**src/rtl/edic_bus_receiver.sv**
```systemverilog
// Receiver for a 74x540-style inverting bus driver: settle filter, one capture per enable window, FWFT FIFO.
// Define EDIC_BUS_PARITY_CHECK_EN to add the bus_par_n input and out_par_err output.
module edic_bus_receiver #(
    parameter int WIDTH  = 8,
    parameter int DEPTH  = 4,
    parameter int SETTLE = 2
) (
    input  logic                     clk,
    input  logic                     rst,
    input  logic [WIDTH-1:0]         bus_n,
    input  logic                     oe1_n,
    input  logic                     oe2_n,
`ifdef EDIC_BUS_PARITY_CHECK_EN
    input  logic                     bus_par_n,
    output logic                     out_par_err,
`endif
    output logic [WIDTH-1:0]         out_data,
    output logic                     out_valid,
    input  logic                     out_ready,
    output logic [$clog2(DEPTH):0]   count,
    output logic                     overflow,
    input  logic                     clr_overflow
);

    localparam int PW = $clog2(DEPTH);
    localparam int CW = PW + 1;
    localparam int NW = $clog2(SETTLE + 1);
`ifdef EDIC_BUS_PARITY_CHECK_EN
    localparam int EW = WIDTH + 1;
`else
    localparam int EW = WIDTH;
`endif

    typedef enum logic [1:0] {ST_IDLE, ST_SETTLE, ST_HOLD} state_t;

    logic [WIDTH-1:0] bus_n_p0;
    logic             oe1_n_p0;
    logic             oe2_n_p0;
    logic             active_p0;
    logic [EW-1:0]    word_p0;
`ifdef EDIC_BUS_PARITY_CHECK_EN
    logic             par_n_p0;
`endif

    state_t           state;
    state_t           state_next;
    logic [NW-1:0]    cnt;
    logic [NW-1:0]    cnt_next;
    logic [EW-1:0]    cand;
    logic [EW-1:0]    cand_next;
    logic             push;

    logic [EW-1:0]    mem [DEPTH];
    logic [PW-1:0]    wr_ptr;
    logic [PW-1:0]    rd_ptr;
    logic [EW-1:0]    head;
    logic             pop;
    logic             full;
    logic             wr_en;
    logic             drop;

`ifdef EDIC_BUS_PARITY_CHECK_EN
    function automatic logic odd_parity(input logic [EW-1:0] w);
        return ^w;
    endfunction
`endif

    // s-stage: bus and enables registered once; idles as an inactive, all-ones bus
    always_ff @(posedge clk or posedge rst) begin
        if (rst) begin
            bus_n_p0 <= '1;
            oe1_n_p0 <= 1'b1;
            oe2_n_p0 <= 1'b1;
`ifdef EDIC_BUS_PARITY_CHECK_EN
            par_n_p0 <= 1'b1;
`endif
        end else begin
            bus_n_p0 <= bus_n;
            oe1_n_p0 <= oe1_n;
            oe2_n_p0 <= oe2_n;
`ifdef EDIC_BUS_PARITY_CHECK_EN
            par_n_p0 <= bus_par_n;
`endif
        end
    end

    assign active_p0 = !oe1_n_p0 && !oe2_n_p0;
`ifdef EDIC_BUS_PARITY_CHECK_EN
    assign word_p0 = {~par_n_p0, ~bus_n_p0};
`else
    assign word_p0 = ~bus_n_p0;
`endif

    // settle filter: one capture per enable window
    always_ff @(posedge clk or posedge rst) begin
        if (rst) begin
            state <= ST_IDLE;
            cnt   <= '0;
            cand  <= '0;
        end else begin
            state <= state_next;
            cnt   <= cnt_next;
            cand  <= cand_next;
        end
    end

    always_comb begin
        state_next = state;
        cnt_next   = cnt;
        cand_next  = cand;
        push       = 1'b0;
        case (state)
            ST_IDLE: begin
                if (active_p0) begin
                    cand_next = word_p0;
                    cnt_next  = NW'(1);
                    if (SETTLE == 1) begin
                        push       = 1'b1;
                        state_next = ST_HOLD;
                    end else begin
                        state_next = ST_SETTLE;
                    end
                end
            end
            ST_SETTLE: begin
                if (!active_p0) begin
                    state_next = ST_IDLE;
                end else if (word_p0 != cand) begin
                    cand_next = word_p0;
                    cnt_next  = NW'(1);
                end else begin
                    cnt_next = cnt + NW'(1);
                    if (cnt + NW'(1) == NW'(SETTLE)) begin
                        push       = 1'b1;
                        state_next = ST_HOLD;
                    end
                end
            end
            ST_HOLD: begin
                if (!active_p0) state_next = ST_IDLE;
            end
            default: state_next = ST_IDLE;
        endcase
    end

    // FIFO: a push into a full FIFO still lands when the head leaves on the same edge
    assign full      = (count == CW'(DEPTH));
    assign out_valid = (count != '0);
    assign pop       = out_valid && out_ready;
    assign wr_en     = push && (!full || pop);
    assign drop      = push && full && !pop;

    always_ff @(posedge clk) begin
        if (wr_en) mem[wr_ptr] <= cand_next;
    end

    always_ff @(posedge clk or posedge rst) begin
        if (rst) begin
            wr_ptr   <= '0;
            rd_ptr   <= '0;
            count    <= '0;
            overflow <= 1'b0;
        end else begin
            if (wr_en) wr_ptr <= wr_ptr + PW'(1);
            if (pop)   rd_ptr <= rd_ptr + PW'(1);
            case ({wr_en, pop})
                2'b10:   count <= count + CW'(1);
                2'b01:   count <= count - CW'(1);
                default: count <= count;
            endcase
            if (drop)              overflow <= 1'b1;
            else if (clr_overflow) overflow <= 1'b0;
        end
    end

    assign head     = mem[rd_ptr];
    assign out_data = out_valid ? head[WIDTH-1:0] : '0;
`ifdef EDIC_BUS_PARITY_CHECK_EN
    assign out_par_err = out_valid && !odd_parity(head);
`endif

endmodule

```
**config.mk**
```make
export PLATFORM = sky130hd
export DESIGN_NAME = edic_bus_receiver
export DESIGN_NICKNAME = d
export VERILOG_FILES = /design/src/rtl/edic_bus_receiver.sv
export SDC_FILE = /design/constraint.sdc
export NUM_CORES = 1
export LEC_CHECK = 0
export CORE_ASPECT_RATIO = 1.2
export CORE_MARGIN = 4
export CORE_UTILIZATION = 50
export CTS_CLUSTER_DIAMETER = 50
export DETAILED_ROUTE_END_ITERATION = 16
export HOLD_SLACK_MARGIN = 0.02
export PLACE_DENSITY = 0.72
export SLEW_MARGIN = 20
export SYNTH_ARGS = -nofsm -noshare
export SYNTH_HDL_FRONTEND = slang
export SYNTH_SLANG_ARGS = --single-unit
```
**constraint.sdc**
```tcl
create_clock -name clk -period 3.94 [get_ports clk]
set_clock_uncertainty 0.05 [all_clocks]
set_input_delay 0.591 -clock clk [delete_from_list [all_inputs] [get_ports clk]]
set_output_delay 0.591 -clock clk [all_outputs]
set_load 0.005 [all_outputs]
```
After elaboration in Yosys (flattened, before gate mapping)
Memories as Yosys holds them, arrays and structs flattened. Index checks and enable logic that the tools add are counted.

Memories kept: 1. Register bits: 30. Logic and storage cells: 69. Bits of input ports: 14. Bits in writable memories: 32. Output and inout bits: 13.

Memories: mem (depth 4, width 8, read ports 1, clocked after memory_dff 0, wr ports 1, RTL line 53) `logic [EW-1:0] mem [DEPTH];`.

Multiplexer cells: 23. Reduce and logical (&&, ||, !) cells: 17. Bitwise logic cells: 1. $add $sub $neg: 5. Equality and inequality tests: 12.

Operator list (count): $mux 8 (4); $pmux 8 s2 (1); $mux 2 (7); $mux 1 (8); $ne 8x8->1 (1); $not 8->8 (1); $add 2x1->2 const B (3); $eq 2x2->1 const B (3); $ne 2x2->1 const B (3); $ne 3x3->1 const B (2); $pmux 2 s3 (1); $pmux 3 s2 (1); $reduce_bool 2->1 (3); $logic_and 1x1->1 (5); $eq 2x1->1 const B (2); $logic_not 1->1 (4); $pmux 2 s2 (1); $reduce_and 4->1 (1); $add 3x1->3 const B (1); $eq 3x3->1 const B (1); $reduce_and 3->1 (1); $reduce_bool 3->1 (1); $sub 3x1->3 const B (1); $logic_not 2->1 (1); $logic_or 1x1->1 (1).

Depth between registers and ports, before layout
Gate-level depths: netlist of the first run.

Word-level depth: 9. Gate-level depth with buffers: 9. Depth with buffers taken out: 9.

Worst setup path after synthesis of the first run
No wires, ideal clock.

Path type: reg2reg. Start point: reg bus_n_p0[7]. End point: reg count[2]. Library setup time: 0.127 ns. Stages on the path, launching flop included: 9. Path buffers: 0. Required time: 3.763 ns. Period minus slack after synthesis: 2.278 ns. Arrival time: 2.102 ns. Path slack: 1.662 ns. Cells stage by stage: dfstp_2 -> xor2_1 -> nand3_2 -> nor4_2 -> nor2_1 -> fa_1 -> nand2b_1 -> o2bb2ai_1 -> mux2i_1.

Cells in the longest elaborated chain, start to end: 8. Elaborated cells on any way between the ends: 10. Classes of those cells: 3 x eq/ne; 4 x mux; 1 x bitwise; 2 x reduce/logical.

RTL lines: start, declared (RTL line 36) `logic [WIDTH-1:0] bus_n_p0;`; start signal, assigned (RTL line 78) `bus_n_p0 <= bus_n;`; $not 8->8 * (RTL line 91) `assign word_p0 = ~bus_n_p0;`; $ne 8x8->1 * (RTL line 128) `end else if (word_p0 != cand) begin`; $mux 1 * (RTL line 128); $mux 1 * (RTL line 126) `if (!active_p0) begin`; $mux 1 * (RTL line 112) `case (state)`; $logic_and 1x1->1 * (RTL line 150) `assign wr_en = push && (!full || pop);`; $eq 2x1->1 or $eq 2x2->1 (tied branches) (RTL line 166) `case ({wr_en, pop})`; $pmux 3 s2 or $reduce_bool 2->1 (tied branches); end signal, assigned (RTL line 167) `2'b10: count <= count + CW'(1);`; end signal, assigned (RTL line 168) `2'b01: count <= count - CW'(1);`; end signal, assigned (RTL line 169) `default: count <= count;`; end, declared (RTL line 20) `output logic [$clog2(DEPTH):0] count,`.

Every way passes the cells marked *; elsewhere a longest branch is shown, timed or not. A chain may end at the register's enable or synchronous reset.

Final worst setup path of the first run
Start point: reg rd_ptr[0]. End point: out out_data[7].

Cells in the longest elaborated chain, start to end: 2.

RTL lines: start, declared (RTL line 55) `logic [PW-1:0] rd_ptr;`; start signal, assigned (RTL line 165) `if (pop) rd_ptr <= rd_ptr + PW'(1);`; $mem_v2 4x8; $mux 8 (RTL line 177) `assign out_data = out_valid ? head[WIDTH-1:0] : '0;`; end, declared (RTL line 17) `output logic [WIDTH-1:0] out_data,`.

No other way between the ends.

==> key figures, run 1 <==
Placement
  – Port Buffers: 26
  – Dpl cells: 256
  – Placer Congestion: 0.8171
  – Hpwl dp: 3324 um

Setup path
  – Worst Path Arrival: around 2300 ps
  – CP max-delay cell: dfrtp_1
  – CP cell instances: mux4_2, and2_1, clkdlybuf4s50_1
  – Worst path max stage delay: approximately 700 ps
  – Worst Setup End Kind: output port
  – CP startpoint kind: flip-flop
  – Worst Path Required: 3300 ps
  – CP Max Fanout: 10
  – CP Class: flip-flop to output port

STA
  – Final setup fails: 0
  – Slew Limit Fails: 0
  – RSZ-0062 raised after global routing: false
  – Worst Tran Pin Value: 591.9 ps
  – Max-slew headroom: 60.12%
  – FMAX: 345.0 MHz
  – Final hold viol count: 0
  – Total negative setup slack: 0 ps
  – Final min period: 2898 ps
  – Final Cycle Share: 73.56%

Route
  – DR iter-0 viols: 23
  – Vias per cell: ~5.3
  – Antenna-violating nets left: 0
  – Via count: 1,447
  – TritonRoute pass-1 iters: 4
  – WL final: 4548 um
  – DR WL/cell: 16.72 um
  – Remaining DRCs: 0

Logic synthesis
  – Post-synth cell types: 40
  – Netlist Area Pre-Place: 2620 um^2
  – Yosys warning total: 0
  – Leading area contributor after synthesis: edfxtp_1
  – Seq/Total Area, Yosys: around 66%
  – Syn Nets: 195
  – Synth Flop Type: edfxtp_1
  – Synth Register Bits: 62
  – Avg Synthesized Cell Area: 14.97 um^2
  – Leading post-synthesis cells by cell area: edfxtp_1 37%, dfrtp_1 19%, dfstp_2 10%
  – Post-synth ARST share: 48.39%
  – Area share of the largest cell type after synthesis: between 30% and 40%
  – Gate Count Post-Synth: 175
  – Post-synth EDFFs: 32

Die
  – Die area: 6467 um^2
  – Top Ports: 27
  – # rows: 28
  – Die Ht: 87.30 um
  – Die width: 74.08 um
  – Starting Density: 52.30%
  – Core region area: around 5000 um^2

Final layout
  – Area delta synth->final: 21.16%
  – Non-Filler Instances: approximately 270
  – # nets final: 227
  – Share of cells above drive strength 1: 21.70%
  – ANT cells: 0

GRT
  – Global Route Usage Sum: 16.40%
  – Largest net degree at the start of global routing: 29
  – Initial antenna violation count: 0
  – Number of global-route vias before repair: 1,514
  – Global route overflow: 0
  – First-pass GRT wire length: 7493 um

Clock tree
  – Total CTS buffers: 9
  – Post-CTS sizing: 0
  – CTS clock-pin slew for the worst setup and hold paths: about 70 ps
  – Hold-fix buffer count after cts: 0
  – H-tree levels: 3
  – Post-CTS Setup Inserts: 0
  – CTS tree: yes
  – Clock Root Buffer: clkbuf_8
  – Clock sink count: 62
  – Worst skew pair latency: 330 ps
  – Max Root-Sink Buffers: 2

Min path
  – Hold WC Path Type: flip-flop to flip-flop

Power
  – Static Leak: about 1.2 nW
  – Worst IR Drop VDD: 0.2992 mV
  – Pwr Density: 615.1 nW/um^2
  – Power, Total: 1.952 mW

Flow run
  – Max Cap Viol: 0

Run status
  – Status: complete, no violations
==> synth_stat cells, drive strengths merged, types with 2 or more instances <==
master and number:
nor3 2, mux2 2, inv 5, nor4 4
nand3 3, clkbuf 5, nor2b 2, ha 5
nand4 3, mux2i 3, nor2 6, o31ai 2
dfrtp 20, mux4 8, a21oi 2, or3 3
nand2 14, edfxtp 32, o21ai 8, and2 12
dfstp 10, xor2 8, xnor2 4, or4b 2
==> report_power, final <==
group	total [mW]	switching [mW]	internal [mW]
registers	0.824	0.0867	0.737
clock network	0.659	0.242	0.417
logic	0.470	0.167	0.303
==> registers in the layout, indices dropped and copies added (netlist names) <==
name      cells
oe1_n_p0      1
wr_ptr        2
oe2_n_p0      1
overflow      1
state         2
bus_n_p0      8
rd_ptr        2
cand          8
cnt           2
count         3
mem          32
==> routing by layer <==
layer	vias to the layer above	track usage [%]	share of wire (%)
li1	704	-	-
met1	698	19.97	42
met2	36	26.13	50
met3	9	5.774	5.3
met4	0	7.249	1.9
met5	-	0	0
==> final timing paths <==
check / from / end / slack (ps) / cells past startpoint
min in group asynchronous: rst / cand[7] / 580 / 2
worst max-delay path: rd_ptr[0] / out_data[7] / 1040 / 3
worst max register to register: bus_n_p0[3] / count[2] / 1310 / 8
worst min register to register: cnt[0] / cnt[0] / 430 / 1
worst min-delay path: cnt[0] / cnt[0] / 430 / 1
max in group asynchronous: rst / oe2_n_p0 / 2690 / 3
==> layout by cell type (no fill, tap or decap), types with 2 or more instances in the layout <==
cell type        instances
edfxtp_1                32
clkdlybuf4s50_1         26
dfrtp_1                 20
nand2_1                 14
and2_1                  12
dfstp_2                 10
clkbuf_8                 9
xor2_1                   8
mux4_2                   8
o21ai_0                  8
nor2_1                   6
ha_1                     5
xnor2_1                  4
inv_1                    4
nand4_1                  3
mux2i_1                  3
bufinv_16                3
or3_1                    2
or4b_2                   2
nand3_1                  2
nor2b_1                  2
nor4_1                   2
mux2_2                   2
o31ai_1                  2
a21oi_1                  2
clkinv_2                 2
==> kinds of logic (layout without fill, tap and decap cells) <==
family | after synthesis | in the layout | synth area share, %
adder cells (fa/ha/maj) | 6 | 6 | 3.152
AO/OA/AOI/OAI | 16 | 16 | 3.773
multiplexers | 13 | 13 | 8.882
XOR/XNOR | 12 | 12 | 4.011
AND/OR/NAND/NOR | 55 | 55 | 12.70
buffers and inverters | 11 | 48 | 1.671
flip-flops | 62 | 62 | 65.81
==> worst max-delay path, delay by kind of cell (launching register included) <==
kind | cells | cell delay (ps)
buffers and inverters | 1 | 440
muxes | 1 | 590
DFF | 1 | 700
and+or+nand+nor | 1 | 180
==> metrics by stage <==
stage	utilization [%]	hold slack (ps)	cell area [um^2]	worst slack [ps]
6_report	63.36	428.0	3174	1042
5_1_grt	63.36	462.6	3174	883.3
4_1_cts	63.36	427.3	3174	946.9
3_5_place_dp	58.64	418.2	2938	1047
3_3_place_gp	58.64	407.5	2938	1202
2_1_floorplan	-	396.1	2620	1662
==> final cells by class <==
type	count	area (um^2)
clock buffer	9	123.9
clock inverter	7	112.6
fill	370	1836
inverter	5	18.77
multi-input combinational	102	852.1
sequential	62	1724
tap	60	75.07
timing repair buffer	27	267.8
Note: power is estimated with default switching activity, not from simulation.
==> run 2, diff against run 1 <==
clock period = 2.9 ns   (was 3.94 ns; I/O delays follow)
==> run 2 against run 1 <==
  * Die area stayed put
  * Non-clock buffer count is 3 higher
  * Power is 22% higher
  * Cell count is 1.1% higher
  * Via count is 2.6% higher
  * Sequential power is 36% higher
==> key figures, run 2 (synthesized netlist as in run 1, its figures left out) <==
STA
  – RSZ-0062 raised after global routing: false
  – Hold WS: 426.6 ps (-1.409 ps)
  – Max-slew headroom: 56.20% (-3.9 points)
  – Final setup fails: 0 (unchanged)
  – Final hold viol count: 0 (unchanged)
  – Final min period: approximately 2700 ps
  – FMAX: 374.3 MHz
  – Worst Tran Pin Value: 650.1 ps (+58.22 ps)
  – Final Cycle Share: between 90% and 100%
  – Total negative setup slack: 0 ps (unchanged)
  – Slew Limit Fails: 0 (unchanged)

Route
  – TritonRoute pass-1 iters: 4 (unchanged)
  – Vias per cell: 5.400 (+1.5%)
  – WL final: 4499 um (-1.1%)
  – DR iter-0 viols: 94 (+310%)
  – Antenna-violating nets left: 0 (unchanged)
  – Remaining DRCs: 0 (unchanged)
  – DR WL/cell: 16.36 um (-2.2%)
  – Via count: 1,485 (+2.6%)

Setup path
  – Worst Path Arrival: 2190 ps (-70 ps)
  – CP startpoint kind: flip-flop
  – CP Class: flip-flop to output port
  – CP Max Fanout: 9 (-1)
  – Worst R2R End: count[2]
  – CP top delay family: flip-flops
  – WP buf/inv: 1 (unchanged)
  – Cell count of the worst reg-to-reg path: 8 (unchanged)
  – Worst Path Required: 2410 ps (-890 ps)
  – FF-to-FF setup slack: 490 ps (-820 ps)
  – CP cell instances: mux4_2, and2_1, clkdlybuf4s50_1
  – Worst path max stage delay: 670 ps (-30 ps)
  – Worst Setup End Kind: output port
  – Critical Path End: out_data[0]
  – CP Depth: 3 (unchanged)
  – CP max-delay cell: dfrtp_1
  – R2R Path Start: bus_n_p0[4]
  – Worst Setup SP: rd_ptr[0]

GRT
  – Largest net degree at the start of global routing: 31 (+6.9%)
  – Initial antenna violation count: 0 (unchanged)
  – First-pass GRT wire length: 7562 um (+0.92%)
  – Global route overflow: 0 (unchanged)
  – Global Route Usage Sum: 16.13% (-0.27 points)
  – Number of global-route vias before repair: 1,607 (+6.1%)

Power
  – Worst IR Drop VDD: 0.4068 mV (+36%)
  – Static Leak: 1.179 nW (-1.8%)
  – Pwr Density: 765.1 nW/um^2 (+24%)

Clock tree
  – Max Root-Sink Buffers: 2 (unchanged)
  – Post-CTS sizing: 0 (unchanged)
  – Post-CTS Setup Inserts: 0 (unchanged)
  – CTS tree: yes
  – Clock sink count: 62 (unchanged)
  – Worst skew pair latency: 330 ps (about the same)
  – H-tree levels: 3 (unchanged)
  – Clock Root Buffer: clkbuf_8
  – Hold-fix buffer count after cts: 0 (unchanged)
  – CTS clock-pin slew for the worst setup and hold paths: 70 ps (about the same)
  – Total CTS buffers: 9 (unchanged)

Final layout
  – Most common cell after layout, fill and taps aside: edfxtp_1
  – Area delta synth->final: 19.05%
  – Share of cells above drive strength 1: 21.86% (+0.16 points)
  – Area occupied by multi-input gates: 852.1 um^2 (unchanged)
  – ANT cells: 0 (unchanged)
  – # nets final: 230 (+1.3%)
  – Most flop-heavy register: mem
  – Top flop regs: mem: 32 flops, bus_n_p0: 8 flops, cand: 8 flops
  – Register Area: 1724 um^2 (unchanged)
  – Commonest non-fill, non-tap cells in the layout: 32 x edfxtp_1, 26 x clkdlybuf4s50_1, 20 x dfrtp_1
  – Max reg flops: 32 (unchanged)
  – Post-route cell area: 3119 um^2 (-1.7%)
  – Filler cells: 403 (+8.9%)

Run status
  – Status: complete, no violations

Die
  – Die Ht: 87.30 um (unchanged)
  – Die area: 6467 um^2 (unchanged)
  – Core region area: 5010 um^2 (unchanged)
  – Starting Density: 52.30% (unchanged)
  – # rows: 28 (unchanged)
  – Die width: 74.08 um (unchanged)
  – Top Ports: 27 (unchanged)

Placement
  – Placed inst area: 2960 um^2 (+0.77%)
  – Placer Congestion: 0.8437 (+3.3%)
  – Hpwl dp: 3217 um (-3.2%)
  – Port Buffers: 26 (unchanged)

Min path
  – Hold WC Path Type: primary input to asynchronous set/reset pin

Flow run
  – Max Cap Viol: 0 (unchanged)
-- run 2: changes by cell type in the layout (fill, tap and decap cells not counted) --
cell / delta
buf_4: +3
clkinvlp_4: +1
clkinv_2: +2
bufinv_16: -3
inv_1: +1
clkbuf_1: +2
clkinv_4: -1
clkinv_1: -1
inv_2: -1
-- run 2: final cells by class --
cell class	instances	share of cell area (%)
flip-flops and latches	62	55.27
well taps	60	2.407
inverters	5	0.6017
clock buffers	11	4.212
multi-input cells	102	27.32
clock inverters	5	0.8825
repair buffers	30	9.306
-- run 2: worst min-delay path by stage --
stage | startpoint | to | slack, ps | cells after the start
after floorplan | bus_n[0] | bus_n_p0[0] | 390 | 0
after global placement | cnt[0] | cnt[0] | 410 | 1
after detailed placement | cnt[0] | cnt[0] | 430 | 1
after CTS | rst | count[0] | 430 | 3
after global routing | bus_n[0] | bus_n_p0[0] | 440 | 1
final | rst | cand[0] | 430 | 3
-- run 2: per-stage QoR --
step | utilization, % | setup slack [ps] | power (mW) | cells
finish | 62.26 | 228.1 | 2.387 | 275
global route | 62.26 | 68.08 | 2.534 | 275
CTS | 62.26 | 145.5 | 2.425 | 275
detailed placement | 59.09 | 368.6 | 1.810 | 259
global placement | 59.09 | 419.5 | 1.776 | 259
floorplan | - | 621.5 | 1.486 | 175
-- run 2: report_power, final --
| group | internal [mW] | switching [mW] |
|---|---|---|
| Clock | 0.304 | 0.307 |
| Sequential | 1.00 | 0.115 |
| Combinational | 0.423 | 0.235 |
-- run 2: worst register-to-register path: cells and delay by family, from the launching register on --
family | cells | cell delay [ps]
xor gates and xnor gates | 1 | 190
adders and majority gates | 1 | 420
and+or+nand+nor | 4 | 870
DFF | 1 | 540
AOI/OAI and AO/OA | 1 | 150
muxes | 1 | 80
-- run 2: layer usage --
layer,vias to the layer above,routed length (um),track usage (%)
met5,-,0,0
met4,0,124,8.072
met3,11,164,4.734
met2,34,2364,27.58
met1,728,1845,18.03
li1,712,-,-
==> run 3, diff against run 2 <==
CORE_UTILIZATION = 45   (was 50)
GPL_ROUTABILITY_DRIVEN = 1   (was default)
PLACE_DENSITY = 0.66   (was 0.72)
==> run 3 against run 2 <==
  * Wire length is essentially flat
  * Maximum frequency down 1.5%
  * First-iteration DRC count is 13% higher
  * Worst setup slack worse by 41 ps
  * Sequential cell count did not move
  * Sequential share of layout area down 1.9 points
  * Combinational power barely moved
  * Die area grew 10%
  * Register-to-register slack lost 130 ps
  * Utilization decreased by 5.3 points
  * Hold slack worse by 24 ps
  * Non-clock buffer count is 1 higher
==> key figures, run 3 (synthesized netlist as in run 1, its figures left out) <==
GRT
  – Number of global-route vias before repair: 1,591 (-1.0%)
  – First-pass GRT wire length: 7714 um (+2.0%)
  – Global Route Usage Sum: 14.57% (-1.6 points)
  – Largest net degree at the start of global routing: 31 (unchanged)
  – Global route overflow: 0 (unchanged)
  – Initial antenna violation count: 0 (unchanged)

Route
  – Remaining DRCs: 0 (unchanged)
  – DR WL/cell: 15.19 um (-7.2%)
  – WL final: 4495 um (about the same)
  – Via count: 1,479 (-0.40%)
  – Antenna-violating nets left: 0 (unchanged)
  – Vias per cell: 4.997 (-7.5%)
  – TritonRoute pass-1 iters: 4 (unchanged)
  – DR iter-0 viols: 106 (+13%)

Die
  – Die area: 7112 um^2 (+10%)
  – Die Ht: 91.59 um (+4.9%)
  – Die width: 77.66 um (+4.8%)
  – Top Ports: 27 (unchanged)
  – Starting Density: 46.23% (-6.1 points)
  – # rows: 30 (+7.1%)
  – Core region area: 5668 um^2 (+13%)

Final layout
  – Most common cell after layout, fill and taps aside: edfxtp_1
  – ANT cells: 0 (unchanged)
  – # nets final: 231 (+0.43%)
  – Filler cells: 449 (+11%)
  – Area occupied by multi-input gates: 852.1 um^2 (unchanged)
  – Max reg flops: 32 (unchanged)
  – Register Area: 1724 um^2 (unchanged)
  – Share of cells above drive strength 1: 22.69% (+0.82 points)
  – Commonest non-fill, non-tap cells in the layout: 32 x edfxtp_1, 26 x clkdlybuf4s50_1, 20 x dfrtp_1
  – Top flop regs: mem: 32 flops, bus_n_p0: 8 flops, cand: 8 flops
  – Non-Filler Instances: 296 (+7.6%)
  – Most flop-heavy register: mem
  – Area delta synth->final: 23.26%

Power
  – Worst IR Drop VDD: 0.5411 mV (+33%)
  – Pwr Density: 829.1 nW/um^2 (+8.4%)
  – Static Leak: 1.221 nW (+3.5%)

Setup path
  – CP Max Fanout: 9 (unchanged)
  – WP buf/inv: 1 (unchanged)
  – Worst Setup End Kind: output port
  – Worst Path Required: 2410 ps (about the same)
  – CP startpoint kind: flip-flop
  – Worst path max stage delay: 690 ps (+20 ps)
  – CP max-delay cell: dfrtp_1
  – Worst Path Arrival: 2230 ps (+40 ps)
  – CP Class: flip-flop to output port
  – CP top delay family: flip-flops
  – CP cell instances: mux4_2, and2_1, clkdlybuf4s50_1

Clock tree
  – CTS clock-pin slew for the worst setup and hold paths: 80 ps (about the same)
  – Post-CTS Setup Inserts: 0 (unchanged)
  – Hold-fix buffer count after cts: 0 (unchanged)
  – CTS tree: yes
  – Clock sink count: 62 (unchanged)
  – Clock Root Buffer: clkbuf_8
  – H-tree levels: 3 (unchanged)
  – Total CTS buffers: 9 (unchanged)
  – Worst skew pair latency: 340 ps (about the same)
  – Post-CTS sizing: 0 (unchanged)
  – Max Root-Sink Buffers: 2 (unchanged)

Placement
  – Dpl cells: 280 (+8.1%)
  – Hpwl dp: 3282 um (+2.0%)
  – Port Buffers: 26 (unchanged)
  – Placer Congestion: 0.7573 (-10%)

Flow run
  – Max Cap Viol: 0 (unchanged)

Min path
  – Hold WC Path Type: primary input to asynchronous set/reset pin

STA
  – Worst Tran Pin Value: 638.8 ps (-11.26 ps)
  – Final Cycle Share: 93.55% (+1.4 points)
  – Final min period: 2713 ps (+41.15 ps)
  – RSZ-0062 raised after global routing: false
  – Final hold viol count: 0 (unchanged)
  – Total negative setup slack: 0 ps (unchanged)
  – Slew Limit Fails: 0 (unchanged)
  – Final setup fails: 0 (unchanged)
  – FMAX: 368.6 MHz (-1.5%)
  – Max-slew headroom: 56.96% (+0.76 points)

Run status
  – Status: complete, no violations
run 3: final timing paths:
check	from	to	slack, ps	depth (start not counted)
worst max-delay path	rd_ptr[0]	out_data[3]	190	3
worst min-delay path	rst	cand[4]	400	3
worst max register to register	bus_n_p0[7]	count[2]	360	8
worst min register to register	cnt[0]	cnt[0]	430	1
max in group asynchronous	rst	oe2_n_p0	2060	3
min in group clk	cnt[0]	cnt[0]	430	1
run 3: layout make-up:
class                   instances  share of cell area, %
flip-flops and latches         62                  53.39
multi-input cells             102                  26.39
repair buffers                 31                  9.221
clock buffers                  10                  3.952
clock inverters                 6                  3.371
well taps                      80                  3.100
inverters                       5                 0.5812
run 3: worst register-to-register path: cells and delay by family, from the launching register on:
kind | cells | cell delay, ps
flops | 1 | 540
mux | 1 | 80
fa+ha+maj | 1 | 420
compound gates | 1 | 140
xor+xnor | 1 | 180
simple gates | 4 | 1010
run 3: per-stage QoR:
stage | worst slack (ps) | utilization, % | cell area, um^2 | power (mW) | hold slack [ps]
after floorplan | 621.5 | - | 2620 | 1.486 | 389.5
after global placement | 426.9 | 52.80 | 2993 | 1.778 | 415.9
after detailed placement | 375.1 | 52.80 | 2993 | 1.807 | 422.0
after CTS | 120.1 | 56.98 | 3229 | 2.713 | 410.2
after global routing | 44.95 | 56.98 | 3229 | 2.822 | 425.1
final | 186.9 | 56.98 | 3229 | 2.677 | 402.7
run 3: metal layers:
layer	wire (um)	track usage, %	up-vias
met5	0	0	-
met4	55	5.786	0
met3	218	5.159	6
met2	2361	24.93	33
met1	1859	16.42	729
li1	-	-	711
run 3: power breakdown:
part,internal (mW),leakage (nW),switching [mW],total [mW]
Combinational,0.425,0.459,0.232,0.656
Clock,0.571,0.121,0.333,0.904
Sequential,1.00,0.641,0.115,1.12
